## src/rtl/hbb_mux1hot_pkg.sv

```systemverilog
// rtl/hbb_mux1hot_pkg.sv - one-hot-with-default select decode shared by mux and demux sides
package hbb_mux1hot_pkg;

  localparam int NUM_PORTS = 8;
  localparam int DFLT_IDX  = 8;

  typedef struct packed {
    logic       found;
    logic [2:0] idx;
  } sel_dec_t;

  // Scans downward so the lowest set bit is the last one written and wins.
  function automatic sel_dec_t lowest_one_idx(input logic [NUM_PORTS-1:0] sel);
    sel_dec_t r;
    r.found = 1'b0;
    r.idx   = 3'd0;
    for (int i = NUM_PORTS - 1; i >= 0; i--) begin
      if (sel[i]) begin
        r.found = 1'b1;
        r.idx   = 3'(i);
      end
    end
    return r;
  endfunction

endpackage

```

## src/rtl/pipe_stage1.sv

```systemverilog
// rtl/pipe_stage1.sv - one-entry valid/ready pipeline register
module pipe_stage1 #(
  parameter int WIDTH = 1
) (
  input  logic             clk,
  input  logic             rst_n,
  input  logic             load,
  input  logic [WIDTH-1:0] data_in,
  input  logic             ready,
  output logic             valid,
  output logic [WIDTH-1:0] data_out,
  output logic             free
);

  logic             valid_q;
  logic [WIDTH-1:0] data_q;

  assign free     = !valid_q || ready;
  assign valid    = valid_q;
  assign data_out = data_q;

  // Load is only issued while free, so a load always wins over a drain.
  always_ff @(posedge clk or negedge rst_n) begin
    if (!rst_n) begin
      valid_q <= 1'b0;
      data_q  <= '0;
    end else if (load) begin
      valid_q <= 1'b1;
      data_q  <= data_in;
    end else if (ready) begin
      valid_q <= 1'b0;
    end
  end

endmodule

```

## src/rtl/demux1hot_with_default8.sv

```systemverilog
// rtl/demux1hot_with_default8.sv - registered 1-to-8 one-hot demux with default sink
module demux1hot_with_default8
  import hbb_mux1hot_pkg::*;
#(
  parameter int WIDTH = 1,
  parameter int CNT_W = 8
) (
  input  logic                 clk,
  input  logic                 rst_n,
  input  logic                 in_valid,
  output logic                 in_ready,
  input  logic [WIDTH-1:0]     in_data,
  input  logic [7:0]           in_sel,
  output logic [7:0]           out_valid,
  input  logic [7:0]           out_ready,
  output logic [8*WIDTH-1:0]   out_data,
  output logic                 dflt_valid,
  input  logic                 dflt_ready,
  output logic [WIDTH-1:0]     dflt_data,
  output logic [CNT_W-1:0]     dflt_cnt,
  input  logic                 dflt_cnt_clr
);

  sel_dec_t         dec;
  logic [3:0]       tgt_idx;
  logic             accept;
  logic [8:0]       st_load;
  logic [8:0]       st_ready;
  logic [8:0]       st_valid;
  logic [8:0]       st_free;
  logic [WIDTH-1:0] st_data [9];
  logic [CNT_W-1:0] cnt_q, cnt_d;

  assign dec      = lowest_one_idx(in_sel);
  assign tgt_idx  = dec.found ? {1'b0, dec.idx} : 4'(DFLT_IDX);
  assign st_ready = {dflt_ready, out_ready};
  assign in_ready = st_free[tgt_idx];
  assign accept   = in_valid && in_ready;
  assign st_load  = accept ? (9'b1 << tgt_idx) : 9'b0;

  for (genvar g = 0; g <= DFLT_IDX; g++) begin : g_stage
    pipe_stage1 #(.WIDTH(WIDTH)) u_stage (
      .clk      (clk),
      .rst_n    (rst_n),
      .load     (st_load[g]),
      .data_in  (in_data),
      .ready    (st_ready[g]),
      .valid    (st_valid[g]),
      .data_out (st_data[g]),
      .free     (st_free[g])
    );
  end

  for (genvar g = 0; g < NUM_PORTS; g++) begin : g_pack
    assign out_data[g*WIDTH +: WIDTH] = st_data[g];
  end

  assign out_valid  = st_valid[7:0];
  assign dflt_valid = st_valid[DFLT_IDX];
  assign dflt_data  = st_data[DFLT_IDX];

  // Clear beats increment; the counter sticks at all-ones.
  always_comb begin
    cnt_d = cnt_q;
    if (dflt_cnt_clr) begin
      cnt_d = '0;
    end else if (accept && !dec.found && (cnt_q != {CNT_W{1'b1}})) begin
      cnt_d = cnt_q + CNT_W'(1);
    end
  end

  always_ff @(posedge clk or negedge rst_n) begin
    if (!rst_n) cnt_q <= '0;
    else        cnt_q <= cnt_d;
  end

  assign dflt_cnt = cnt_q;

endmodule

```

## config.mk

```make
export PLATFORM = sky130hd
export DESIGN_NAME = demux1hot_with_default8
export DESIGN_NICKNAME = d
export VERILOG_FILES = /design/src/rtl/hbb_mux1hot_pkg.sv /design/src/rtl/pipe_stage1.sv /design/src/rtl/demux1hot_with_default8.sv
export SDC_FILE = /design/constraint.sdc
export NUM_CORES = 1
export LEC_CHECK = 0
export ABC_AREA = 1
export CELL_PAD_IN_SITES_DETAIL_PLACEMENT = 1
export CELL_PAD_IN_SITES_GLOBAL_PLACEMENT = 1
export CORE_ASPECT_RATIO = 0.5
export CORE_UTILIZATION = 30
export CTS_BUF_LIST = sky130_fd_sc_hd__clkbuf_16
export DETAILED_ROUTE_END_ITERATION = 10
export GPL_TIMING_DRIVEN = 0
export PLACE_DENSITY_LB_ADDON = 0.1
export SYNTH_ARGS = -nofsm -noshare
export SYNTH_HDL_FRONTEND = slang
export SYNTH_SLANG_ARGS = --single-unit
export TNS_END_PERCENT = 30
```

## constraint.sdc

```tcl
create_clock -name clk -period 1.89 [get_ports clk]
set_input_delay 0.567 -clock clk [delete_from_list [all_inputs] [get_ports clk]]
set_output_delay 0.567 -clock clk [all_outputs]
set_load 0.02 [all_outputs]
```

Word-level counts from Yosys, hierarchy flattened
Index checks and enable logic that the tools add are counted.

cells by class
  muxes and demuxes = 32
  add/subtract/negate cells = 1
  equality and inequality tests = 1
  reduce and logical (&&, ||, !) cells = 32
  magnitude comparators = 1
  shift-type cells = 1

operator list
  cell                                                                  count
  4-bit two-way mux                                                     9
  2-bit nonzero test                                                    10
  1-bit two-way mux                                                     19
  8-bit two-way mux                                                     2
  1-bit zero test                                                       10
  1-bit logical OR                                                      9
  9-bit two-way mux                                                     1
  1-bit by 4-bit left shift with 9-bit output, first input constant     1
  8-bit by 1-bit adder with 8-bit output, second input constant         1
  8-bit inequality test, second input constant                          1
  4-bit by 5-bit < comparator with 1-bit output, second input constant  1
  1-bit binary-select mux with 4-bit select                             1
  1-bit logical AND                                                     3

storage, ports and cells
  input bits = 22
  word-level logic and storage cells = 87
  register bits = 26
  output and inout bits = 27

Logic depth before layout (Yosys ltp)
  word-level depth = 16
  mapped depth = 18
  depth with buffers taken out = 17

Hierarchy
A second synthesis with hierarchy kept.

unflattened totals
  cell total of the unflattened synthesis = 219
  area total of the unflattened synthesis = 1535.2 um2

by module, submodules not included
  module                   times used  cells each  area an instance (um2)
  demux1hot_with_default8  1           138         825.8
  pipe_stage1              9           9           78.8

Worst setup path after synthesis
OpenSTA, ideal clock, no wires.

  path kind = input-to-output
  from = input in_sel[6]
  to = output in_ready
  arrival time = 1383 ps
  slack = -60 ps
  cell stages on the path = 12
  path through = inv_1 nand2_1 nand2_1 nand2_1 nand2_2 nand2_4 nand2_4 nand2_2 nor2_2 nand2_1 nand3_2 nand3_4

on the way
  longest elaborated chain between the ends = 10

ends and longest elaborated chain
  what                                       RTL line                       RTL
  start, declared                            demux1hot_with_default8.sv:13  input logic [7:0] in_sel,
  4-bit two-way mux (7 in series)            hbb_mux1hot_pkg.sv:18          if (sel[i]) begin
  4-bit two-way mux                          demux1hot_with_default8.sv:35  assign tgt_idx = dec.found ? {1'b0, dec.idx} : 4'(DFLT_IDX);
  1-bit binary-select mux with 4-bit select  demux1hot_with_default8.sv:37  assign in_ready = st_free[tgt_idx];
  1-bit two-way mux (not written as such)    demux1hot_with_default8.sv:37
  end, declared                              demux1hot_with_default8.sv:11  output logic in_ready,

Every way passes these cells. The select of a mux whose other input is x is not followed.

Final worst setup path
  from = input in_sel[3]
  to = output in_ready

on the way
  longest elaborated chain between the ends = 7

ends and longest elaborated chain
  what                                       RTL line
  4-bit two-way mux (4 in series)            hbb_mux1hot_pkg.sv:18
  4-bit two-way mux                          demux1hot_with_default8.sv:35
  1-bit binary-select mux with 4-bit select  demux1hot_with_default8.sv:37
  1-bit two-way mux (not written as such)    demux1hot_with_default8.sv:37

Every way passes these cells. The select of a mux whose other input is x is not followed.

==> key figures <==
Outcome
  • Outcome: complete, but fails checks
  • Violated checks: setup timing

Detailed routing
  • Final wirelength: 4791 um
  • Residual DRC: 0
  • Via count: about 1600
  • Final ANT Viol Nets: 0
  • Iter 0 DRT Violations: 36
  • WL/cell: about 13 um
  • DR pass1 iterations: 4
  • Vias per cell: approximately 4.5

Synthesis
  • EDFF count, synth: 0
  • Synthesized area per cell: between 7 and 8 um2
  • Post-synthesis register bit count: 26
  • Cells after synthesis: roughly 220
  • Synth area leaders: dfrtp_1 (39%), nand2_1 (14%), buf_4 (7.3%)
  • Top-count cell post-synth: nand2_1
  • Register area share after synthesis: between 30 and 40%
  • Main synth FF type: dfrtp_1
  • Synth top cells by count: nand2_1 (63), nor2_1 (29), dfrtp_1 (26)
  • Top cell type's share of synthesized area: a little under 40%
  • Mapped Nets: approximately 250
  • Async SR Flop Fraction: 100.0%
  • Mapped Area: around 1700 um2
  • Synth warn: 0
  • Post-synth cell types: 28
  • Top cell type by total area after synthesis: dfrtp_1

Final layout
  • Finished Layout Cells: approximately 360
  • Diode count: 0
  • Fin nets: between 300 and 400
  • Fin area: between 2000 and 3000 um2
  • Layout area overhead: 52.05%
  • Layout cells sized above 1: 37.85%

Power
  • Pwr Total: approximately 1.6 mW
  • PD cells: 635.7 nW/um2
  • Leak: about 1.3 nW
  • Peak VDD IR: just under 0.0003 V

Clock network
  • Num Clock Sinks: 26
  • Clk root buf: clkbuf_16
  • CTS tree: yes
  • CTS Buf Count: 3
  • Skew-Pair Late Insertion Delay: about 0.26 ns
  • Clock Path Buffers: 2
  • Clock transition at path regs: about 0.070 ns
  • H-tree Lvls: 1
  • Hold Buf Count CTS: 0

Floorplan
  • Num rows: 18
  • Die footprint: slightly below 6000 um2
  • Die X: 106.9 um
  • Die H: 54.47 um
  • Initial core utilization: 32.31%
  • Core area: between 5000 and 6000 um2
  • I/O pins: slightly below 50

Placement
  • Port Buffers: 46
  • Placed Instances: 340
  • Cell area after placement: between 2000 and 2500 um2
  • DP HPWL: ~3200 um
  • GP Congestion: between 0.7 and 0.8

GRT
  • Vias in the first global route: roughly 1700
  • Grt ovf: 0
  • Initial antenna violation count: 0
  • Largest net degree at the start of global routing: 27
  • First-pass GRT wire length: around 8000 um
  • GRT Resource Usage Total: around 18%

Setup path
  • Crit. End Element: primary output
  • Worst Path Required: ~1.3 ns
  • R2R cell count: 8
  • WP data arrival: 1.74 ns
  • Crit Path Category: in2out
  • CP max FO: 8
  • Crit start category: primary input

STA
  • Final Skew: between 0.005 and 0.006 ns
  • Fmax achieved: 432.5 MHz
  • RSZ-0062 raised after global routing: true
  • Slew Viols, Final: 0
  • Tightest Pin Transition: between 0.6 and 0.7 ns
  • Final Critical Period: 2.312 ns
  • Final worst slack: -0.4219 ns
  • Slew margin rel.: around 58%
  • Setup TNS: -3.430 ns
  • Final setup viols: 26
  • Final hold vios: 0
  • Tcrit/Tclk final: 122.3%

Worst hold path
  • Hold WC Path Type: in2async

Flow run
  • Max-cap violations: 0
-- timing repair --
action,CTS,global route
endpoints found under the setup margin,32,45
resized for setup,69,47
cloned,1,0
pin swaps,22,22
buffers inserted,10,3
-- where the power goes --
group / leakage [nW] / total [mW] / internal, mW / switching, mW
combinational: 0.929 / 0.477 / 0.226 / 0.251
clock: 0.0385 / 0.485 / 0.284 / 0.202
sequential: 0.351 / 0.634 / 0.603 / 0.0310
total: 1.32 / 1.60 / 1.11 / 0.484
-- placed cells by master, fill, tap and decap left out, drive strengths merged --
cell	Yosys	layout
clkinv	1	2
nor3	5	5
nand2	71	71
clkdlybuf4s15	0	2
nand4	1	1
inv	27	27
dlymetal6s2s	0	4
dfrtp	26	26
ha	1	1
o21ai	6	6
nor2	32	32
buf	18	55
clkbuf	1	4
clkinvlp	0	1
dlygate4sd2	0	4
xor2	3	3
nor3b	1	1
a311oi	1	1
nand3	29	29
xnor2	1	1
clkdlybuf4s50	0	12
-- sequential cells by signal (all words and copies together) (netlist names) --
| register | flops |
|---|---|
| dflt_cnt | 8 |
| g_stage.u_stage.data_out | 9 |
| g_stage.u_stage.valid | 9 |
-- final timing paths --
check | start | endpoint | slack (ns)
max | in_sel[3] | in_ready | -0.42
min | rst_n | g_stage[3].u_stage.valid$_DFFE_PN0P_ | 0.32
max reg2reg | dflt_cnt[0]$_DFFE_PN0P_ | dflt_cnt[7]$_DFFE_PN0P_ | 0.14
min reg2reg | g_stage[8].u_stage.data_out$_DFFE_PN0P_ | g_stage[8].u_stage.data_out$_DFFE_PN0P_ | 0.47
max in group asynchronous | rst_n | g_stage[0].u_stage.data_out$_DFFE_PN0P_ | 1.16
min in group clk | g_stage[8].u_stage.data_out$_DFFE_PN0P_ | g_stage[8].u_stage.data_out$_DFFE_PN0P_ | 0.47
-- routing by layer --
metal,GRT usage [%],vias to the layer above,part of all wire (%),wire (um)
met1,22.33,782,45,2155
met4,2.055,0,0.35,17
met2,34.73,24,51,2458
li1,-,803,-,-
met5,0,-,0,0
met3,4.048,5,3.3,160
-- kinds of logic after synthesis --
logic type	count (synthesis)	synth area share (%)
AOI/OAI and AO/OA	7	2.348
xor gates and xnor gates	4	2.122
adders and majority gates	1	0.7575
buffers and inverters	47	14.92
DFF	26	39.39
and+or+nand+nor	139	40.45
-- area by class of cell --
cell class	instances	area, um2
fillers	640	2601
multi-input cells	151	908.4
flip-flops and latches	26	650.6
repair buffers	59	523.0
plain buffers	19	142.6
inverters	28	112.6
well taps	70	87.58
clock buffers	3	75.07
repair inverters	1	7.507
clock inverters	1	3.754
-- worst max-delay path, stage by stage --
cell,delay (ns)
clkdlybuf4s15_2,0.21
nor2_4,0.17
nand2_4,0.09
nand3_4,0.16
nand4_1,0.18
nand3_2,0.16
nand3_4,0.08
buf_6,0.13
-- per-stage QoR --
stage / hold WS (ns) / setup slack (ns) / util (%)
2_1_floorplan: 0.2714 / -0.06034 / -
3_3_place_gp: 0.4593 / -1.228 / 43.03
3_5_place_dp: 0.4617 / -1.260 / 43.03
4_1_cts: 0.4792 / -0.3813 / 47.92
5_1_grt: 0.3632 / -0.4547 / 49.12
6_report: 0.3218 / -0.4219 / 49.12
(Power assumes the default switching activity.)
